--- config.mk ---
export PLATFORM = sky130hd
export DESIGN_NAME = cdb_arbiter
export DESIGN_NICKNAME = d
export VERILOG_FILES = /design/src/rtl/cdb_arbiter.sv
export SDC_FILE = /design/constraint.sdc
export NUM_CORES = 1
export LEC_CHECK = 0
export BUFFER_PORTS_ARGS = -buffer_cell sky130_fd_sc_hd__clkbuf_2
export CORE_MARGIN = 2
export CORE_UTILIZATION = 37
export CTS_BUF_LIST = sky130_fd_sc_hd__clkbuf_4 sky130_fd_sc_hd__clkbuf_8
export DETAILED_ROUTE_END_ITERATION = 7
export PLACE_DENSITY_LB_ADDON = 0.05
export SYNTH_ARGS = -nofsm -noshare
export SYNTH_HDL_FRONTEND = slang
export SYNTH_SLANG_ARGS = --single-unit
export TNS_END_PERCENT = 20
--- constraint.sdc ---
create_clock -name clk -period 9.1 [get_ports clk]
set_input_delay 1.82 -clock clk [delete_from_list [all_inputs] [get_ports clk]]
set_output_delay 1.82 -clock clk [all_outputs]
set_load 0.02 [all_outputs]
--- src/rtl/cdb_arbiter.sv ---
// Common-data-bus arbiter: per-source result FIFOs feeding two round-robin broadcast slots.
// Optional same-cycle bypass of an empty FIFO is enabled by defining CDB_BYPASS_EN.
module cdb_arbiter #(
  parameter int FIFO_DEPTH = 4,
  parameter int ROB_W      = 4,
  parameter int DATA_W     = 32
) (
  input  logic              clk,
  input  logic              rst,
  input  logic              rdy,
  input  logic              has_misbranch,
  input  logic              in_alu_valid,
  input  logic [ROB_W-1:0]  in_alu_robnum,
  input  logic [DATA_W-1:0] in_alu_data,
  input  logic              in_slb_valid,
  input  logic [ROB_W-1:0]  in_slb_robnum,
  input  logic [DATA_W-1:0] in_slb_data,
  input  logic              in_aux_valid,
  input  logic [ROB_W-1:0]  in_aux_robnum,
  input  logic [DATA_W-1:0] in_aux_data,
  output logic              out_alu_ready,
  output logic              out_slb_ready,
  output logic              out_aux_ready,
  output logic              has_rd_ready_1,
  output logic              has_rd_ready_2,
  output logic [ROB_W-1:0]  ready_robnum_1,
  output logic [ROB_W-1:0]  ready_robnum_2,
  output logic [DATA_W-1:0] ready_data_1,
  output logic [DATA_W-1:0] ready_data_2
);

  localparam int NSRC  = 3;
  localparam int PTR_W = (FIFO_DEPTH > 1) ? $clog2(FIFO_DEPTH) : 1;
  localparam int CNT_W = PTR_W + 1;
  localparam logic [CNT_W-1:0] DEPTH_C = CNT_W'(FIFO_DEPTH);

  logic [ROB_W-1:0]  memRob_q  [NSRC][FIFO_DEPTH];
  logic [DATA_W-1:0] memData_q [NSRC][FIFO_DEPTH];
  logic [PTR_W-1:0]  rdPtr_q   [NSRC];
  logic [PTR_W-1:0]  wrPtr_q   [NSRC];
  logic [CNT_W-1:0]  count_q   [NSRC];
  logic [1:0]        rrPtr_q;
  logic [1:0]        rrPtr_d;
  logic              slot1Valid_q, slot2Valid_q;
  logic [ROB_W-1:0]  slot1Rob_q, slot2Rob_q;
  logic [DATA_W-1:0] slot1Data_q, slot2Data_q;

  logic [NSRC-1:0]   inValid;
  logic [ROB_W-1:0]  inRob  [NSRC];
  logic [DATA_W-1:0] inData [NSRC];
  logic [NSRC-1:0]   srcReady, accept, fifoHas, cand, grant, push, pop;
  logic              g1Found, g2Found;
  logic [1:0]        g1Idx, g2Idx;
  logic [ROB_W-1:0]  slot1Rob_d, slot2Rob_d;
  logic [DATA_W-1:0] slot1Data_d, slot2Data_d;

  function automatic logic [1:0] rrAdd(input logic [1:0] base, input int off);
    int t;
    t = int'(base) + off;
    if (t >= NSRC) t = t - NSRC;
    return t[1:0];
  endfunction

  assign inValid   = {in_aux_valid, in_slb_valid, in_alu_valid};
  assign inRob[0]  = in_alu_robnum;
  assign inRob[1]  = in_slb_robnum;
  assign inRob[2]  = in_aux_robnum;
  assign inData[0] = in_alu_data;
  assign inData[1] = in_slb_data;
  assign inData[2] = in_aux_data;

  // Ready uses only the registered count, so a full FIFO refuses input even while draining.
  always_comb begin
    srcReady = '0;
    accept   = '0;
    fifoHas  = '0;
    cand     = '0;
    for (int s = 0; s < NSRC; s++) begin
      srcReady[s] = rdy && (count_q[s] < DEPTH_C);
      accept[s]   = inValid[s] && srcReady[s] && !has_misbranch;
      fifoHas[s]  = (count_q[s] != '0);
`ifdef CDB_BYPASS_EN
      cand[s]     = fifoHas[s] || accept[s];
`else
      cand[s]     = fifoHas[s];
`endif
    end
  end

  always_comb begin
    g1Found = 1'b0;
    g2Found = 1'b0;
    g1Idx   = 2'd0;
    g2Idx   = 2'd0;
    grant   = '0;
    for (int off = 0; off < NSRC; off++) begin
      if (cand[rrAdd(rrPtr_q, off)]) begin
        if (!g1Found) begin
          g1Found = 1'b1;
          g1Idx   = rrAdd(rrPtr_q, off);
        end else if (!g2Found) begin
          g2Found = 1'b1;
          g2Idx   = rrAdd(rrPtr_q, off);
        end
      end
    end
    if (g1Found) grant[g1Idx] = 1'b1;
    if (g2Found) grant[g2Idx] = 1'b1;
    if (g2Found)      rrPtr_d = rrAdd(g2Idx, 1);
    else if (g1Found) rrPtr_d = rrAdd(g1Idx, 1);
    else              rrPtr_d = rrPtr_q;
  end

  // A grant to an empty FIFO can only be a bypass: that result skips the FIFO entirely.
  always_comb begin
    for (int s = 0; s < NSRC; s++) begin
      pop[s]  = grant[s] && fifoHas[s];
      push[s] = accept[s] && !(grant[s] && !fifoHas[s]);
    end
    slot1Rob_d  = fifoHas[g1Idx] ? memRob_q[g1Idx][rdPtr_q[g1Idx]]  : inRob[g1Idx];
    slot1Data_d = fifoHas[g1Idx] ? memData_q[g1Idx][rdPtr_q[g1Idx]] : inData[g1Idx];
    slot2Rob_d  = fifoHas[g2Idx] ? memRob_q[g2Idx][rdPtr_q[g2Idx]]  : inRob[g2Idx];
    slot2Data_d = fifoHas[g2Idx] ? memData_q[g2Idx][rdPtr_q[g2Idx]] : inData[g2Idx];
  end

  always_ff @(posedge clk or negedge rst) begin
    if (!rst) begin
      for (int s = 0; s < NSRC; s++) begin
        rdPtr_q[s] <= '0;
        wrPtr_q[s] <= '0;
        count_q[s] <= '0;
        for (int e = 0; e < FIFO_DEPTH; e++) begin
          memRob_q[s][e]  <= '0;
          memData_q[s][e] <= '0;
        end
      end
    end else if (rdy) begin
      if (has_misbranch) begin
        for (int s = 0; s < NSRC; s++) begin
          rdPtr_q[s] <= '0;
          wrPtr_q[s] <= '0;
          count_q[s] <= '0;
        end
      end else begin
        for (int s = 0; s < NSRC; s++) begin
          if (push[s]) begin
            memRob_q[s][wrPtr_q[s]]  <= inRob[s];
            memData_q[s][wrPtr_q[s]] <= inData[s];
            wrPtr_q[s]               <= wrPtr_q[s] + PTR_W'(1);
          end
          if (pop[s]) rdPtr_q[s] <= rdPtr_q[s] + PTR_W'(1);
          count_q[s] <= count_q[s] + CNT_W'(push[s]) - CNT_W'(pop[s]);
        end
      end
    end
  end

  // Invalid slots keep their last robnum/data; only the valid bits are cleared.
  always_ff @(posedge clk or negedge rst) begin
    if (!rst) begin
      rrPtr_q      <= 2'd0;
      slot1Valid_q <= 1'b0;
      slot2Valid_q <= 1'b0;
      slot1Rob_q   <= '0;
      slot2Rob_q   <= '0;
      slot1Data_q  <= '0;
      slot2Data_q  <= '0;
    end else if (rdy) begin
      if (has_misbranch) begin
        rrPtr_q      <= 2'd0;
        slot1Valid_q <= 1'b0;
        slot2Valid_q <= 1'b0;
      end else begin
        rrPtr_q      <= rrPtr_d;
        slot1Valid_q <= g1Found;
        slot2Valid_q <= g2Found;
        if (g1Found) begin
          slot1Rob_q  <= slot1Rob_d;
          slot1Data_q <= slot1Data_d;
        end
        if (g2Found) begin
          slot2Rob_q  <= slot2Rob_d;
          slot2Data_q <= slot2Data_d;
        end
      end
    end
  end

  assign out_alu_ready  = srcReady[0];
  assign out_slb_ready  = srcReady[1];
  assign out_aux_ready  = srcReady[2];
  assign has_rd_ready_1 = slot1Valid_q;
  assign has_rd_ready_2 = slot2Valid_q;
  assign ready_robnum_1 = slot1Rob_q;
  assign ready_robnum_2 = slot2Rob_q;
  assign ready_data_1   = slot1Data_q;
  assign ready_data_2   = slot2Data_q;

endmodule

==> qor.yml <==
run_status:
  status: "finished, final reports clean"
final_layout:
  fin_nets: 2924
  final_area_um2: 30850
  drive_above_1_share_pct: 30.40
  syn_to_final_growth_pct: 14.83
  final_cell_mix: "dfrtp_1, mux2_2, nand2_1"
  layout_commonest_cell: "dfrtp_1"
grt:
  track_usage_pct: 26.33
  antenna_found_initial: 13
  grt_pass1_vias: 22510
  grt_pass1_wl_um: 147600
  grt_max_degree: 149
  overflow: 0
yosys:
  avgSynthCellArea_um2: 10.07
  yosys_most_used_dff: "dfrtp_1"
  syn-cell-area_um2: 26860
  yosysUniqueCellTypes: 51
  ys_seq_area_share_pct: 49.28
  synth_edf_count: 0
  ys_top_cells_by_area: "dfrtp_1, mux2_2, nand2_1, a22oi_1, a21oi_1"
  synth_cells: 2667
  synth_top_area_cell: "dfrtp_1"
  synth_nets: 2806
  yosysWarnings: 0
  synth.top_cell.area_share_pct: 49.28
  async_flop_share_pct: 100.0
  synth-seq-cells: 529
sta:
  skew_ns: 0.03112
  max-slew-margin-rel_pct: 21.22
  hold_violations: 0
  finalSetupViolCount: 0
  drv_slew: 0
  rsz0062_at_grt: "false"
  setup_tns_ns: 0
  finalCriticalPeriod_ns: 4.977
  finalCritPeriodShare_pct: 54.70
  worstMarginPinSlew_ns: 1.182
  timing.fmax_mhz: 200.9
floorplan:
  dieWidth_um: 273.5
  num_rows: 98
  core-area_um2: 71730
  die-area_um2: 74780
  die_h_um: 273.5
  io-pin-count: 192
  start_util_pct: 37.45
critical_path:
  critPathKind: "reg2reg"
  r2r_slack_ns: 4.12
  crit_buf_inv: 1
  worstPathMaxFanout: 48
  slowest_stage: "nor3_1"
  cp.required_ns: 9.68
  cp_top_family: "simple AND/OR/NAND/NOR gates"
  path_common_cell: "nor3_1"
  worstPathCellList: "nor3_1, mux2i_1, a32o_4, nor2_4, a21o_2, buf_4, nand3_1, a21oi_1, nor3_1"
  worstPathArrival_ns: 5.56
  endpoint_kind: "register"
  cp-start-kind: "register"
  max_stage_delay_ns: 0.82
routing:
  vias: 22270
  drt_iter0_drc: 1744
  dr.pass1.iters: 6
  post_drt_wl_per_cell_um: 25.94
  vias_per_cell: 5.835
  wirelength_um: 99000
  drc: 0
  antenna_left: 0
placement:
  io_buffers: 191
  dpl.hpwl_um: 52640
  dpl_cell_area_um2: 28580
  gp_congestion: 0.7993
power_and_ir_drop:
  p_per_area_nw_per_um2: 418.3
  peakVddDrop_uv: 415.6
  total_power_uw: 12900
  power.leakage_uw: 0.01392
cts:
  cts_post_setup_buffers_inserted: 0
  path_clk_slew_ns: 0.06
  cts.repair.resized: 0
  clock_latency_ns: 0.71
  cts_tree: "built"
  cts_made_buffers: 102
  postCtsHoldBufs: 0
  cts_root_buf: "clkbuf_8"
  htreeDepth: 3
  cts.sinks: 529
  clk_path_buf_depth: 3
run:
  maxCapViolations: 0
worst_hold_path:
  hold_path.class: "reg2reg"
where the power goes:
group | total [uW] | internal [uW] | switching (uW) | leakage (uW)
logic | 6030 | 2020 | 4000 | 0.00601
registers | 4250 | 3400 | 847 | 0.00671
clock network | 2630 | 1540 | 1090 | 0.00120
flip-flops by register name (all words and copies together), names as in the netlist:
register and cells:
has_rd_ready_1 1, ready_data_2 32, ready_robnum_1 4, wrPtr_q 6
count_q 9, memRob_q 48, rdPtr_q 6, ready_robnum_2 4
rrPtr_q 2, has_rd_ready_2 1, ready_data_1 32, memData_q 384
cells in the mapped netlist, drive strengths merged, types with 35 or more instances:
cell type,number
a211oi,106
a21oi,192
a22oi,144
a311oi,35
a31oi,38
buf,70
clkbuf,143
dfrtp,529
mux2,432
nand2,396
nand3,148
nor2,226
nor3,77
cell type report:
cell class,instances,area (um2)
Antenna cell,4,10.01
Clock buffer,163,2056
Clock inverter,18,201.4
Fill cell,6918,40880
Inverter,21,78.83
Multi-Input combinational cell,1904,12800
Sequential cell,529,13240
Tap cell,950,1189
Timing Repair Buffer,227,1274
cells by family after synthesis:
logic type,after synthesis,synth area share (%)
muxes,433,18.15
and+or+nand+nor,871,13.53
buffers and inverters,234,3.530
AOI/OAI and AO/OA,572,14.18
adders and majority gates,25,1.239
DFF,529,49.28
xor gates and xnor gates,3,0.09782
metrics by stage:
stage	instances	setup slack [ns]	utilization, %	hold slack (ns)
2_1_floorplan	2667	4.787	-	0.4687
3_3_place_gp	3631	3.996	39.85	0.5005
3_5_place_dp	3631	3.757	39.85	0.4898
4_1_cts	3812	4.201	42.99	0.5016
5_1_grt	3816	3.900	43.01	0.5108
6_report	3816	4.123	43.01	0.4945
worst reg2reg max path: cells and delay by family (launching register included):
kind            cells  cell delay (ns)
flops               1             0.49
simple gates        4             1.89
buf+inv             1             0.83
mux                 1             0.19
compound gates      3             1.48
path summary, 6_finish.rpt:
| kind | start | to | cells after the start |
|---|---|---|---|
| worst max register to register | count_q[7]$_DFFE_PN0P_ | ready_data_2[13]$_DFFE_PN0P_ | 9 |
| max in group asynchronous | rst | memData_q[370]$_DFFE_PN0P_ | 2 |
| worst min-delay path | has_rd_ready_2$_DFFE_PN0P_ | has_rd_ready_2$_DFFE_PN0P_ | 1 |
| worst min register to register | has_rd_ready_2$_DFFE_PN0P_ | has_rd_ready_2$_DFFE_PN0P_ | 1 |
| min in group asynchronous | rst | wrPtr_q[5]$_DFFE_PN0P_ | 1 |
| worst max-delay path | count_q[7]$_DFFE_PN0P_ | ready_data_2[13]$_DFFE_PN0P_ | 9 |
layer usage:
layer	track usage [%]	wire, um	vias to the layer above
met5	0	106	-
met4	9.448	3144	16
met3	4.956	6361	237
met2	42.47	46400	868
met1	35.34	42990	11300
li1	-	-	9843
No activity file was read; power rests on OpenSTA's default activity.
